[src/rtl/byte_lane_dly_loader_pkg.sv]
// rtl/byte_lane_dly_loader_pkg.sv - byte-lane delay address map, FSM states and mapping helpers
package byte_lane_dly_loader_pkg;

    localparam int NUM_DLY = 19;

    localparam logic [4:0] DQ_ODLY_BASE = 5'd0;
    localparam logic [4:0] DQS_ODLY     = 5'd8;
    localparam logic [4:0] DM_ODLY      = 5'd9;
    localparam logic [4:0] DQ_IDLY_BASE = 5'd16;
    localparam logic [4:0] DQS_IDLY     = 5'd24;

    localparam logic [4:0] LAST_IDX     = 5'(NUM_DLY - 1);
    // Table indices 10..18 hold the input-delay addresses 16..24.
    localparam logic [4:0] IDLY_IDX     = DM_ODLY + 5'd1;
    localparam logic [4:0] IDLY_OFFSET  = DQ_IDLY_BASE - IDLY_IDX;

    typedef enum logic [2:0] {
        IDLE,
        LOAD,
        GAP,
        SET,
        DONE
    } state_e;

    function automatic logic addr_valid(input logic [4:0] addr);
        return (addr >= DQ_ODLY_BASE && addr <= DM_ODLY) ||
               (addr >= DQ_IDLY_BASE && addr <= DQS_IDLY);
    endfunction

    function automatic logic [4:0] addr2idx(input logic [4:0] addr);
        return (addr >= DQ_IDLY_BASE) ? addr - IDLY_OFFSET : addr;
    endfunction

    function automatic logic [4:0] idx2addr(input logic [4:0] idx);
        return (idx >= IDLY_IDX) ? idx + IDLY_OFFSET : idx;
    endfunction

endpackage

[src/rtl/dly_shadow_table.sv]
// rtl/dly_shadow_table.sv - 19x8 delay shadow table, one sync write port, one comb read port
module dly_shadow_table
    import byte_lane_dly_loader_pkg::*;
(
    input  logic       clk_i,
    input  logic       rst_ni,
    input  logic       we_i,
    input  logic [4:0] widx_i,
    input  logic [7:0] wdata_i,
    input  logic [4:0] ridx_i,
    output logic [7:0] rdata_o
);

    logic [7:0] mem_q [NUM_DLY];

    always_ff @(posedge clk_i or negedge rst_ni) begin
        if (!rst_ni) begin
            for (int i = 0; i < NUM_DLY; i++) begin
                mem_q[i] <= '0;
            end
        end else if (we_i && widx_i <= LAST_IDX) begin
            mem_q[widx_i] <= wdata_i;
        end
    end

    always_comb begin
        rdata_o = '0;
        if (ridx_i <= LAST_IDX) begin
            rdata_o = mem_q[ridx_i];
        end
    end

endmodule

[src/rtl/byte_lane_dly_loader.sv]
// rtl/byte_lane_dly_loader.sv - sequences shadow-table delays into a byte lane via ld_delay/set strobes
module byte_lane_dly_loader
    import byte_lane_dly_loader_pkg::*;
#(
    parameter int unsigned SET_GAP       = 1,
    parameter bit          SET_AFTER_ONE = 1'b1
) (
    input  logic       clk_div,
    input  logic       rst_n,
    input  logic       wr_en,
    input  logic [4:0] wr_addr,
    input  logic [7:0] wr_data,
    input  logic       start_all,
    input  logic       start_one,
    input  logic [4:0] one_addr,
    output logic [7:0] dly_data,
    output logic [4:0] dly_addr,
    output logic       ld_delay,
    output logic       set,
    output logic       busy,
    output logic       done,
    output logic       err
);

    localparam logic [3:0] GAP_INIT = 4'(SET_GAP - 1);

    state_e     state_q, state_d;
    logic [4:0] idx_q, idx_d;
    logic       one_q, one_d;
    logic [3:0] gap_q, gap_d;
    logic       err_d;

    logic       rst_sync_q;
    logic [7:0] dly_data_q;
    logic [4:0] dly_addr_q;
    logic       ld_q, set_q, busy_q, done_q, err_q;

    logic       tbl_we;
    logic [7:0] tbl_rdata;

    assign tbl_we = wr_en && addr_valid(wr_addr) && !busy_q;

    dly_shadow_table u_table (
        .clk_i   (clk_div),
        .rst_ni  (rst_n),
        .we_i    (tbl_we),
        .widx_i  (addr2idx(wr_addr)),
        .wdata_i (wr_data),
        .ridx_i  (idx_d),
        .rdata_o (tbl_rdata)
    );

    // Reset release is retimed to clk_div; starts are only honoured once this flop is set.
    always_ff @(posedge clk_div or negedge rst_n) begin
        if (!rst_n) begin
            rst_sync_q <= 1'b0;
        end else begin
            rst_sync_q <= 1'b1;
        end
    end

    always_comb begin
        state_d = state_q;
        idx_d   = idx_q;
        one_d   = one_q;
        gap_d   = gap_q;
        err_d   = 1'b0;

        if (wr_en && (!addr_valid(wr_addr) || busy_q)) begin
            err_d = 1'b1;
        end
        if ((start_all || start_one) && busy_q) begin
            err_d = 1'b1;
        end

        unique case (state_q)
            IDLE: begin
                if (rst_sync_q) begin
                    if (start_all) begin
                        state_d = LOAD;
                        idx_d   = '0;
                        one_d   = 1'b0;
                    end else if (start_one) begin
                        if (addr_valid(one_addr)) begin
                            state_d = LOAD;
                            idx_d   = addr2idx(one_addr);
                            one_d   = 1'b1;
                        end else begin
                            err_d = 1'b1;
                        end
                    end
                end
            end
            LOAD: begin
                if (one_q || idx_q == LAST_IDX) begin
                    if (!one_q || SET_AFTER_ONE) begin
                        state_d = GAP;
                        gap_d   = GAP_INIT;
                    end else begin
                        state_d = DONE;
                    end
                end else begin
                    idx_d = idx_q + 5'd1;
                end
            end
            GAP: begin
                if (gap_q == '0) begin
                    state_d = SET;
                end else begin
                    gap_d = gap_q - 4'd1;
                end
            end
            SET:     state_d = DONE;
            DONE:    state_d = IDLE;
            default: state_d = IDLE;
        endcase
    end

    always_ff @(posedge clk_div or negedge rst_n) begin
        if (!rst_n) begin
            state_q <= IDLE;
            idx_q   <= '0;
            one_q   <= 1'b0;
            gap_q   <= '0;
        end else begin
            state_q <= state_d;
            idx_q   <= idx_d;
            one_q   <= one_d;
            gap_q   <= gap_d;
        end
    end

    // Strobes are registered from the next state so they line up with the state they describe.
    always_ff @(posedge clk_div or negedge rst_n) begin
        if (!rst_n) begin
            dly_data_q <= '0;
            dly_addr_q <= '0;
            ld_q       <= 1'b0;
            set_q      <= 1'b0;
            busy_q     <= 1'b0;
            done_q     <= 1'b0;
            err_q      <= 1'b0;
        end else begin
            ld_q   <= (state_d == LOAD);
            set_q  <= (state_d == SET);
            done_q <= (state_d == DONE);
            busy_q <= (state_d != IDLE);
            err_q  <= err_d;
            if (state_d == LOAD) begin
                dly_addr_q <= idx2addr(idx_d);
                dly_data_q <= tbl_rdata;
            end
        end
    end

    assign dly_data = dly_data_q;
    assign dly_addr = dly_addr_q;
    assign ld_delay = ld_q;
    assign set      = set_q;
    assign busy     = busy_q;
    assign done     = done_q;
    assign err      = err_q;

endmodule
[config.mk]
export PLATFORM = sky130hd
export DESIGN_NAME = byte_lane_dly_loader
export DESIGN_NICKNAME = d
export VERILOG_FILES = /design/src/rtl/byte_lane_dly_loader_pkg.sv /design/src/rtl/dly_shadow_table.sv /design/src/rtl/byte_lane_dly_loader.sv
export SDC_FILE = /design/constraint.sdc
export NUM_CORES = 1
export LEC_CHECK = 0
export CORE_MARGIN = 5
export CORE_UTILIZATION = 44
export CTS_BUF_LIST = sky130_fd_sc_hd__clkbuf_2
export DETAILED_ROUTE_END_ITERATION = 10
export PLACE_DENSITY = 0.68
export SLEW_MARGIN = 30
export SYNTH_ARGS = -nofsm -noshare
export SYNTH_HDL_FRONTEND = slang
export SYNTH_HIERARCHICAL = 1
export SYNTH_SLANG_ARGS = --single-unit
export TNS_END_PERCENT = 20
[constraint.sdc]
create_clock -name clk_div -period 5.09 [get_ports clk_div]
set_input_delay 1.527 -clock clk_div [delete_from_list [all_inputs] [get_ports clk_div]]
set_output_delay 1.527 -clock clk_div [all_outputs]
set_load 0.02 [all_outputs]
==> impl_metrics.json <==
{
  "cp-end-kind": "flip-flop",
  "vias": 5779,
  "cts_buffers": 17,
  "critical_path.slowest_cell": "sky130_fd_sc_hd__or3b_2",
  "max-vdd-ir-drop_mv": 0.3124,
  "r2r_setup_slack_ns": 1.56,
  "worst_ep_arrival_time_ns": 4.83,
  "wl_per_cell_um": 21.34,
  "grt_pass1_wl_um": 33900,
  "r2r.worst_path.cells": 13,
  "globalplace.congestion": 0.8974,
  "port_buffers": 40,
  "grt_max_degree": 109,
  "maxSlewHeadroom_pct": 38.74,
  "synthesis.area_sq_um": 9064,
  "hold_violations": 0,
  "yosys_warn_count": 6,
  "worst_slack_ns": 0.9464,
  "synth_enable_flop_cells": 0,
  "synthesized_nets": 712,
  "worstMarginPinSlew_ns": 0.9161,
  "class_of_the_tightest_hold_or_removal_check": "flip-flop to flip-flop",
  "syn_inst": 680,
  "maximum_fanout_encountered_on_the_critical_timing_path": 21,
  "achievable-frequency_mhz": 241.3,
  "critPathKind": "input pin to flip-flop",
  "die_h_um": 153.5,
  "setup_skew_after_layout_ns": 0.03566,
  "worst_setup_path_endpoint": "dly_data[7]",
  "max_cap_violations": 0,
  "sequential_fraction_of_the_synthesis_area_pct": 50.80,
  "overflow": 0,
  "antenna_left": 0,
  "yosys_most_used_dff": "sky130_fd_sc_hd__dfrtp_1",
  "timing.critical_path.required_ns": 5.78,
  "hold-worst-slack_ns": 0.5252,
  "cts.root.buffer_cell": "sky130_fd_sc_hd__clkbuf_2",
  "post_synth_num_cell_types": 72,
  "critical_path.reg2reg.startpoint": "idx_q[0]",
  "period_share_pct": 81.41,
  "total_power_mw": 5.056,
  "groute.usage.overall_pct": 18.29,
  "filler_cell_count": 1739,
  "core_area_sq_um": 20230,
  "powerDensity_nw_per_um2": 504.4,
  "io-pin-count": 41,
  "core.rowCount": 52,
  "outcome": "finished clean",
  "route.detailed.drc": 0,
  "syn2layout_area_growth_pct": 10.59,
  "die_width_um": 153.5,
  "final_layout_size_suffix_gt1_share_pct": 35.35,
  "htree_levels": 4,
  "dp_hpwl_um": 14860,
  "tritoncts": "built",
  "worst_path_most_repeated_cell": "sky130_fd_sc_hd__nand2_1",
  "async_sr_flop_fraction_pct": 100.0,
  "setup_bufs_post_cts": 0,
  "crit_path_max_incr_delay_ns": 0.49,
  "grt_setup_unrepaired": "false",
  "placement.cell_area_sq_um": 9744,
  "drt-vias-per-instance": 5.791,
  "initial_util_pct": 44.79,
  "finalWirelength_um": 21300,
  "nNetsFinal": 747,
  "cp-start-kind": "input pin",
  "die_footprint_sq_um": 23570,
  "setup_viol": 0,
  "number_of_global_route_vias_before_repair": 6111,
  "grt_antenna_before_repair": 1,
  "finalMaxSlewViolations": 0,
  "path_clk_slew_ns": 0.26,
  "fin_setup_tns_ns": 0,
  "crit_path_cell_trace": "clkdlybuf4s50_1 -> inv_1 -> ha_1 -> or3b_2 -> o311a_1 -> o21a_1 -> a221oi_4 -> inv_2 -> buf_4 -> mux4_2 -> o21ai_0 -> o221ai_1 -> nand2_1 -> nand2_1",
  "finalWorstPathRequiredPeriod_ns": 4.144,
  "syn_avg_cell_area_sq_um": 13.33,
  "drt_first_pass_iters": 6,
  "dp_slack_ns": 0.1363,
  "cts_hold_repair.buffers": 0,
  "clkSinkCount": 184,
  "startpoint": "one_addr[1]",
  "worstSkewPairLatency_ns": 0.75,
  "cts.repair.resized": 0,
  "synth-seq-cells": 184,
  "dr.first_iter.drc_count": 468,
  "clk_path_buf_depth": 2,
  "fin_area_sq_um": 10020,
  "regToRegEndpoint": "dly_data[7]",
  "leakage_nw": 4.696
}
## metal layers
layer	global-route usage (%)	routed length, um	up-vias
li1	-	-	2572
met1	25.40	9414	3018
met2	29.64	10490	166
met3	4.244	1172	23
met4	3.953	223	0
met5	0	0	-
## cells by family after synthesis
family	share of synthesized area (%)
other cells	0.04137
buf+inv	3.230
fa+ha+maj	1.242
flops	50.80
simple gates	8.214
xor+xnor	0.6764
compound gates	6.861
mux	28.93
## critical path, delay by kind of cell
| kind | cells | cell delay [ns] |
|---|---|---|
| and+or+nand+nor | 3 | 0.62 |
| adders and majority gates | 1 | 0.13 |
| muxes | 1 | 0.47 |
| AOI/OAI and AO/OA | 5 | 1.22 |
| buffers and inverters | 4 | 0.85 |
## stage by stage
| stage | utilization [%] | std cells |
|---|---|---|
| after CTS | 49.38 | 996 |
| after floorplan | - | 680 |
| after detailed placement | 48.16 | 965 |
| final | 49.54 | 998 |
| after global placement | 48.16 | 965 |
| after global routing | 49.54 | 998 |
## final cells by class
cell class	count	area [sq um]	area share (%)
diodes	1	2.502	0.02497
clock inverters	12	151.4	1.510
inverters	17	68.82	0.6866
repair buffers	59	591.8	5.904
flip-flops and latches	184	4604	45.94
multi-input cells	436	4172	41.62
well taps	270	337.8	3.370
clock buffers	19	95.09	0.9487
## placed cells by master, fill, tap and decap left out, types with 14 or more instances in the layout
| cell | netlist | final |
|---|---|---|
| sky130_fd_sc_hd__dfrtp_1 | 184 | 184 |
| sky130_fd_sc_hd__nand2_1 | 40 | 40 |
| sky130_fd_sc_hd__mux4_2 | 24 | 24 |
| sky130_fd_sc_hd__clkdlybuf4s50_1 | 0 | 39 |
| sky130_fd_sc_hd__inv_1 | 15 | 14 |
| sky130_fd_sc_hd__clkbuf_2 | 0 | 19 |
| sky130_fd_sc_hd__o21ai_0 | 18 | 17 |
| sky130_fd_sc_hd__mux2_2 | 144 | 144 |
| sky130_fd_sc_hd__a21oi_1 | 16 | 16 |
| sky130_fd_sc_hd__buf_4 | 6 | 16 |
| sky130_fd_sc_hd__mux2i_1 | 34 | 34 |
| sky130_fd_sc_hd__nor2_1 | 24 | 24 |
## registers in the layout (all words and copies together), names as in the netlist, 3 cells and up
name,flops
u_table/mem_q,152
dly_data,8
dly_addr,5
idx_q,5
gap_q,4
state_q,3
## power by group
group / leakage (nW) / switching (mW) / internal, mW
clock network: 0.142 / 0.487 / 0.274
logic: 2.07 / 1.20 / 1.05
registers: 2.48 / 0.236 / 1.81
## how the worst min path moves through the flow
stage                              end  cells past startpoint                from  slack, ns
floorplan           u_table/mem_q[100]                      1  u_table/mem_q[100]       0.47
CTS                        dly_addr[1]                      1         dly_addr[1]       0.53
finish                     dly_addr[1]                      1         dly_addr[1]       0.53
global route        u_table/mem_q[140]                      1               rst_n       0.54
global placement           dly_addr[3]                      2         dly_addr[3]       0.48
detailed placement  u_table/mem_q[111]                      1  u_table/mem_q[111]       0.49
## synthesized netlist by cell type, types with 3 or more instances
cell / n / area share, %
sky130_fd_sc_hd__o21ai_0: 18 / 0.99
sky130_fd_sc_hd__mux2i_1: 34 / 3.8
sky130_fd_sc_hd__ha_1: 9 / 1.2
sky130_fd_sc_hd__buf_2: 8 / 0.44
sky130_fd_sc_hd__inv_1: 15 / 0.62
sky130_fd_sc_hd__dfrtp_1: 184 / 51
sky130_fd_sc_hd__buf_6: 4 / 0.50
sky130_fd_sc_hd__nand2b_1: 3 / 0.21
sky130_fd_sc_hd__a221oi_1: 8 / 0.77
sky130_fd_sc_hd__a211oi_1: 3 / 0.25
sky130_fd_sc_hd__nor3b_4: 3 / 0.62
sky130_fd_sc_hd__mux4_2: 24 / 6.0
sky130_fd_sc_hd__mux2_4: 8 / 1.3
sky130_fd_sc_hd__buf_4: 6 / 0.50
sky130_fd_sc_hd__mux2_2: 144 / 18
sky130_fd_sc_hd__nor2_1: 24 / 0.99
sky130_fd_sc_hd__a21oi_1: 16 / 0.88
sky130_fd_sc_hd__nand3_1: 3 / 0.17
sky130_fd_sc_hd__clkbuf_1: 14 / 0.58
sky130_fd_sc_hd__buf_1: 11 / 0.46
sky130_fd_sc_hd__a31oi_1: 3 / 0.21
sky130_fd_sc_hd__nand2_1: 40 / 1.7
sky130_fd_sc_hd__nor3_1: 6 / 0.33
sky130_fd_sc_hd__and3_1: 3 / 0.21
sky130_fd_sc_hd__o221ai_1: 8 / 0.77
sky130_fd_sc_hd__o31ai_1: 3 / 0.25
sky130_fd_sc_hd__nand2_2: 10 / 0.69
sky130_fd_sc_hd__nor2b_1: 10 / 0.69
sky130_fd_sc_hd__xnor2_1: 5 / 0.48
(Power assumes the default switching activity.)
